**src/rtl/mult_pkg.sv**
```systemverilog
// Shared constants for the 32-bit multiplier-result link. The 64->32 slicer and
// the 32->64 packer both import this, so word and product widths always agree.
// Contents: WORD_W, PROD_W, the pair-phase enum and a pair assembly helper.
package mult_pkg;

  localparam int unsigned WORD_W = 32;
  localparam int unsigned PROD_W = 64;

  // Position of the next expected word inside a product pair.
  typedef enum logic {
    PH_FIRST  = 1'b0,
    PH_SECOND = 1'b1
  } phase_e;

  // Combine the two link words of a pair into a product, given wire order.
  function automatic logic [PROD_W-1:0] pack_pair(input logic [WORD_W-1:0] first_word,
                                                  input logic [WORD_W-1:0] second_word,
                                                  input bit              msb_first);
    return msb_first ? {first_word, second_word} : {second_word, first_word};
  endfunction

endpackage

```
**src/rtl/sat_counter.sv**
```systemverilog
// Saturating up-counter: counts inc_i pulses, sticks at all-ones, never wraps.
// Ports:
//   clk_i    clock, rising edge
//   rst_ni   synchronous active-low reset, clears the count
//   inc_i    increment request for this cycle
//   count_o  current count
module sat_counter #(
  parameter int unsigned Width = 16
) (
  input  logic             clk_i,
  input  logic             rst_ni,
  input  logic             inc_i,
  output logic [Width-1:0] count_o
);

  logic [Width-1:0] count_d, count_q;

  always_comb begin
    count_d = count_q;
    if (inc_i && (count_q != {Width{1'b1}})) begin
      count_d = count_q + Width'(1);
    end
  end

  always_ff @(posedge clk_i) begin
    if (!rst_ni) begin
      count_q <= '0;
    end else begin
      count_q <= count_d;
    end
  end

  assign count_o = count_q;

endmodule

```
**src/rtl/packer_32x64.sv**
```systemverilog
// Rebuilds 64-bit products from a stream of 32-bit halves at the receive end of
// the multiplier-result link. The first half waits in a hold register; the
// completed pair lands in a registered output stage, so the first half of the
// next pair can be taken while the previous product waits for the sink.
// Ports:
//   clk           clock, rising edge
//   rst_n         synchronous active-low reset
//   clear         flush a held first half; blocks input for this cycle
//   in_data       product half            in_valid / in_ready   input handshake
//   out_data      assembled product       out_valid / out_ready output handshake
//   pair_count    delivered pairs, saturating
//   half_pending  first half held, second half awaited
module packer_32x64
  import mult_pkg::*;
#(
  parameter bit          MSB_FIRST = 1'b0,
  parameter int unsigned CNT_W     = 16
) (
  input  logic              clk,
  input  logic              rst_n,
  input  logic              clear,
  input  logic [WORD_W-1:0] in_data,
  input  logic              in_valid,
  output logic              in_ready,
  output logic [PROD_W-1:0] out_data,
  output logic              out_valid,
  input  logic              out_ready,
  output logic [CNT_W-1:0]  pair_count,
  output logic              half_pending
);

  phase_e            phase_d, phase_q;
  logic [WORD_W-1:0] hold_d, hold_q;
  logic [PROD_W-1:0] out_data_d, out_data_q;
  logic              out_valid_d, out_valid_q;

  logic in_xfer;
  logic out_xfer;
  logic load_out;

  // Second half may only enter when the output stage is empty or draining now.
  always_comb begin
    in_ready = 1'b0;
    if (!clear) begin
      in_ready = (phase_q == PH_FIRST) ? 1'b1 : (!out_valid_q || out_ready);
    end
  end

  assign in_xfer  = in_valid && in_ready;
  assign out_xfer = out_valid_q && out_ready;
  assign load_out = in_xfer && (phase_q == PH_SECOND);

  always_comb begin
    phase_d     = phase_q;
    hold_d      = hold_q;
    out_data_d  = out_data_q;
    out_valid_d = out_valid_q;

    if (clear) begin
      phase_d = PH_FIRST;
    end else if (in_xfer) begin
      unique case (phase_q)
        PH_FIRST: begin
          hold_d  = in_data;
          phase_d = PH_SECOND;
        end
        PH_SECOND: begin
          phase_d = PH_FIRST;
        end
        default: phase_d = PH_FIRST;
      endcase
    end

    // A reload in the same cycle as a drain keeps out_valid high.
    if (load_out) begin
      out_data_d  = pack_pair(hold_q, in_data, MSB_FIRST);
      out_valid_d = 1'b1;
    end else if (out_xfer) begin
      out_valid_d = 1'b0;
    end
  end

  always_ff @(posedge clk) begin
    if (!rst_n) begin
      phase_q     <= PH_FIRST;
      hold_q      <= '0;
      out_data_q  <= '0;
      out_valid_q <= 1'b0;
    end else begin
      phase_q     <= phase_d;
      hold_q      <= hold_d;
      out_data_q  <= out_data_d;
      out_valid_q <= out_valid_d;
    end
  end

  sat_counter #(
    .Width (CNT_W)
  ) u_pair_cnt (
    .clk_i   (clk),
    .rst_ni  (rst_n),
    .inc_i   (out_xfer),
    .count_o (pair_count)
  );

  assign out_data     = out_data_q;
  assign out_valid    = out_valid_q;
  assign half_pending = (phase_q == PH_SECOND);

endmodule
```
**config.mk**
```make
export PLATFORM = sky130hd
export DESIGN_NAME = packer_32x64
export DESIGN_NICKNAME = d
export VERILOG_FILES = /design/src/rtl/mult_pkg.sv /design/src/rtl/sat_counter.sv /design/src/rtl/packer_32x64.sv
export SDC_FILE = /design/constraint.sdc
export NUM_CORES = 1
export LEC_CHECK = 0
export CAP_MARGIN = 15
export CORE_UTILIZATION = 50
export CTS_CLUSTER_SIZE = 20
export DETAILED_ROUTE_END_ITERATION = 10
export DONT_BUFFER_PORTS = 1
export PLACE_DENSITY = 0.76
export SETUP_SLACK_MARGIN = 0.15
export SLEW_MARGIN = 20
export SYNTH_ARGS = -nofsm -noshare
export SYNTH_HDL_FRONTEND = slang
export SYNTH_HIERARCHICAL = 1
export SYNTH_SLANG_ARGS = --single-unit
```
**constraint.sdc**
```tcl
create_clock -name clk -period 2.6 [get_ports clk]
set_input_delay 0.13 -clock clk [delete_from_list [all_inputs] [get_ports clk]]
set_output_delay 0.13 -clock clk [all_outputs]
set_load 0.03 [all_outputs]
```
==> impl_metrics.ini <==
[layout]
final_cells = 700
final_common_cell = sky130_fd_sc_hd__nand2_1
post_route_cells_drive_above_1_share_pct = 7.60
final.fill_count = 708
most_used_cells_in_the_layout_excluding_fill_and_tap_cells = sky130_fd_sc_hd__nand2_1 (202), sky130_fd_sc_hd__dfxtp_1 (114), sky130_fd_sc_hd__mux2i_1 (67)
finalNetCount = 618
antenna_cells_inserted = 0
area_delta_synth_final_pct = 27.5

[placement]
placed_cells_incl_taps = 605
dpl_ws_ps = 623
place_congestion = 0.824
post-dp-hpwl_mm = 6.20
buffer_ports.inserted = 0

[grt]
wire_length_of_the_first_global_routing_pass_mm = 18.0
gr_ovfl_total = 0
globalRouteTotalUtil_pct = 23.5
grt_start_max_net_pins = 139
grt_antenna_before_repair = 0
first_global_vias = 3759

[synthesis]
post_synth_num_cell_types = 40
number_of_enable_type_register_cells_in_the_synthesized_netlist = 0
mappedNetlistArea_um2 = 4650
synthesis.nets = 564
synth.avg_cell_area_um2 = 8.84
postSynth.topFlopCell = sky130_fd_sc_hd__dfxtp_1
ys_warn_count = 6
syn_inst = 526
synth_sequential_area_ratio_pct = 49.1
number_of_flip_flops_and_latches_in_the_synthesized_netlist = 114
fraction_of_registers_with_async_set_reset_pct = 0

[timing]
setup_violators_final = 0
achievable-frequency_mhz = 422
tightestPinTransition_ps = 818
finalWorstSetupSlack_ps = 231
slew_headroom_pct = 45.4
finalHoldViolations = 0
hold-worst-slack_ps = 32.5
period_share_pct = 91.1
timing.final.max_slew_violations = 0
fin_setup_tns_ps = 0
rsz0062_at_grt = no
layout_min_cycle_time_ps = 2370
max_clock_skew_ps = 16.1

[floorplan]
io-pin-count = 120
initial_core_utilization_pct = 52.6
core_region_area_um2 = 8850
die-area_um2 = 9690
floorplan.die.width_um = 98.4
fp.dieH_um = 98.4
fp-row-count = 34

[worst_hold_path]
timing.hold.worst_path_depth = 3
worstHoldPathType = in2reg

[critical_path]
cells_along_the_critical_path = and4b_4 > buf_4 > mux2i_1 > dlygate4sd3_1
crit_path_max_incr_delay_ps = 660
worstSetupPathType = reg2reg
crit_path_start_kind = flip-flop
timing.critical_path.required_ps = 3020
cp.depth = 4
r2r_cells = 4
timing.critical_path.to_type = flip-flop
critPathSlowestCell = sky130_fd_sc_hd__dfxtp_1
cp.arrival_ps = 2790
crit_fanout = 30
worst-path-buf-inv = 2
largest_delay_share_family_worst_path = buffers and inverters

[cts]
clock_latency_ps = 490
htreeDepth = 4
clk_pin_slew_worst_paths_ps = 60
cts_setup_buffers = 0
max_clock_buf_depth = 2
sinks_on_the_clock_net = 114
tritoncts = done
cts_buffers = 17
ctsRootBufferMaster = sky130_fd_sc_hd__clkbuf_8

[power]
finalPower_mw = 4.38
power.density_nw_per_um2 = 738
power.leakage_nw = 2.11
vdd.ir_drop.worst_v = 0.000412

[route]
wire_length_after_detailed_routing_mm = 11.2
wl_per_cell_um = 15.9
post-route-drc-count = 5
antenna_left = 0
detailroute.via_count = 3804
dr.first_iter.drc_count = 115
drt-pass1-iter-count = 9
route.detailed.vias_per_inst = 5.43

[run_status]
status = finished with violations
violations = design-rule violations

[run]
maxCapViolCount = 0
==> cell type report <==
type	count	area, um^2	area share, %
Sequential cell	114	2280	38.5
Multi-Input combinational cell	372	2180	36.7
Timing Repair Buffer	70	707	11.9
Clock buffer	22	483	8.14
Tap cell	108	135	2.28
Clock inverter	9	128	2.15
Inverter	5	18.8	0.316
==> synthesized netlist by cell type, types with 2 or more instances <==
library cell               instances  area, um^2
sky130_fd_sc_hd__a21oi_1          10        50.1
sky130_fd_sc_hd__nor4_1            3        18.8
sky130_fd_sc_hd__inv_1             5        18.8
sky130_fd_sc_hd__buf_6             5        56.3
sky130_fd_sc_hd__nand2b_1          3        18.8
sky130_fd_sc_hd__dfxtp_1         114        2280
sky130_fd_sc_hd__nand2_1         202         758
sky130_fd_sc_hd__clkbuf_1         21        78.8
sky130_fd_sc_hd__or4_1             5        37.5
sky130_fd_sc_hd__o31ai_1           5        37.5
sky130_fd_sc_hd__buf_2             8        40.0
sky130_fd_sc_hd__a21boi_1         32         240
sky130_fd_sc_hd__or3_1             2        12.5
sky130_fd_sc_hd__nor2_1            6        22.5
sky130_fd_sc_hd__mux2i_1          67         671
sky130_fd_sc_hd__nand4_1           3        18.8
sky130_fd_sc_hd__and4_1            3        26.3
sky130_fd_sc_hd__nor3_1            2        10.0
sky130_fd_sc_hd__nand3_1           6        30.0
sky130_fd_sc_hd__o21ai_0           4        20.0
==> metal layers <==
layer  track usage (%)  part of all wire, %  up-vias
met5                 0                    0        -
met4              7.81                  1.3        0
met1              27.5                   43     1807
li1                  -                    -     1872
met2              41.0                   50      111
met3              7.45                  6.0       14
==> logic make-up (layout without fill, tap and decap cells) <==
logic type | count (synthesis) | after routing | share of synthesized area, %
AND/OR/NAND/NOR | 246 | 246 | 23.1
flip-flops | 114 | 114 | 49.1
buffers and inverters | 40 | 106 | 4.33
AO/OA/AOI/OAI | 56 | 56 | 8.39
multiplexers | 67 | 67 | 14.4
XOR/XNOR | 2 | 2 | 0.377
adder cells (fa/ha/maj) | 1 | 1 | 0.269
==> timing repair <==
action | CTS | global route
hold buffers | 64 | 0
endpoints found under the setup margin | 0 | 3
hold endpoints to repair | 104 | 0
resized for setup | 0 | 1
==> flip-flops by register name, summed over array words and instances (netlist names) <==
register and count:
half_pending 1, hold_q 32, out_data 64, out_valid 1
u_pair_cnt/count_o 16
==> power breakdown <==
| part | switching (mW) | internal (mW) |
|---|---|---|
| Combinational | 0.112 | 0.0999 |
| Clock | 0.768 | 1.58 |
| Sequential | 0.0405 | 1.78 |
==> worst reg2reg max path: cells and delay by family (launching register included) <==
family | cells | cell delay (ps)
DFF | 1 | 660
muxes | 1 | 280
buffers and inverters | 2 | 1020
and+or+nand+nor | 1 | 340
==> stage by stage <==
step,instance area (um^2),utilization [%]
2_1_floorplan,4650,-
6_report,5930,67.0
5_1_grt,5930,67.0
4_1_cts,5930,67.0
3_5_place_dp,4660,52.6
3_3_place_gp,4660,52.6
==> path summary, 6_finish.rpt <==
kind                                  start                   endpoint  slack [ps]
hold / removal                     in_valid     hold_q[3]$_SDFFE_PN0P_          30
setup / recovery  half_pending$_SDFFE_PP0P_  out_data[43]$_SDFFE_PN0P_         230
setup reg to reg  half_pending$_SDFFE_PP0P_  out_data[43]$_SDFFE_PN0P_         230
hold reg to reg      hold_q[0]$_SDFFE_PN0P_     hold_q[0]$_SDFFE_PN0P_         450
(Power assumes the default switching activity.)
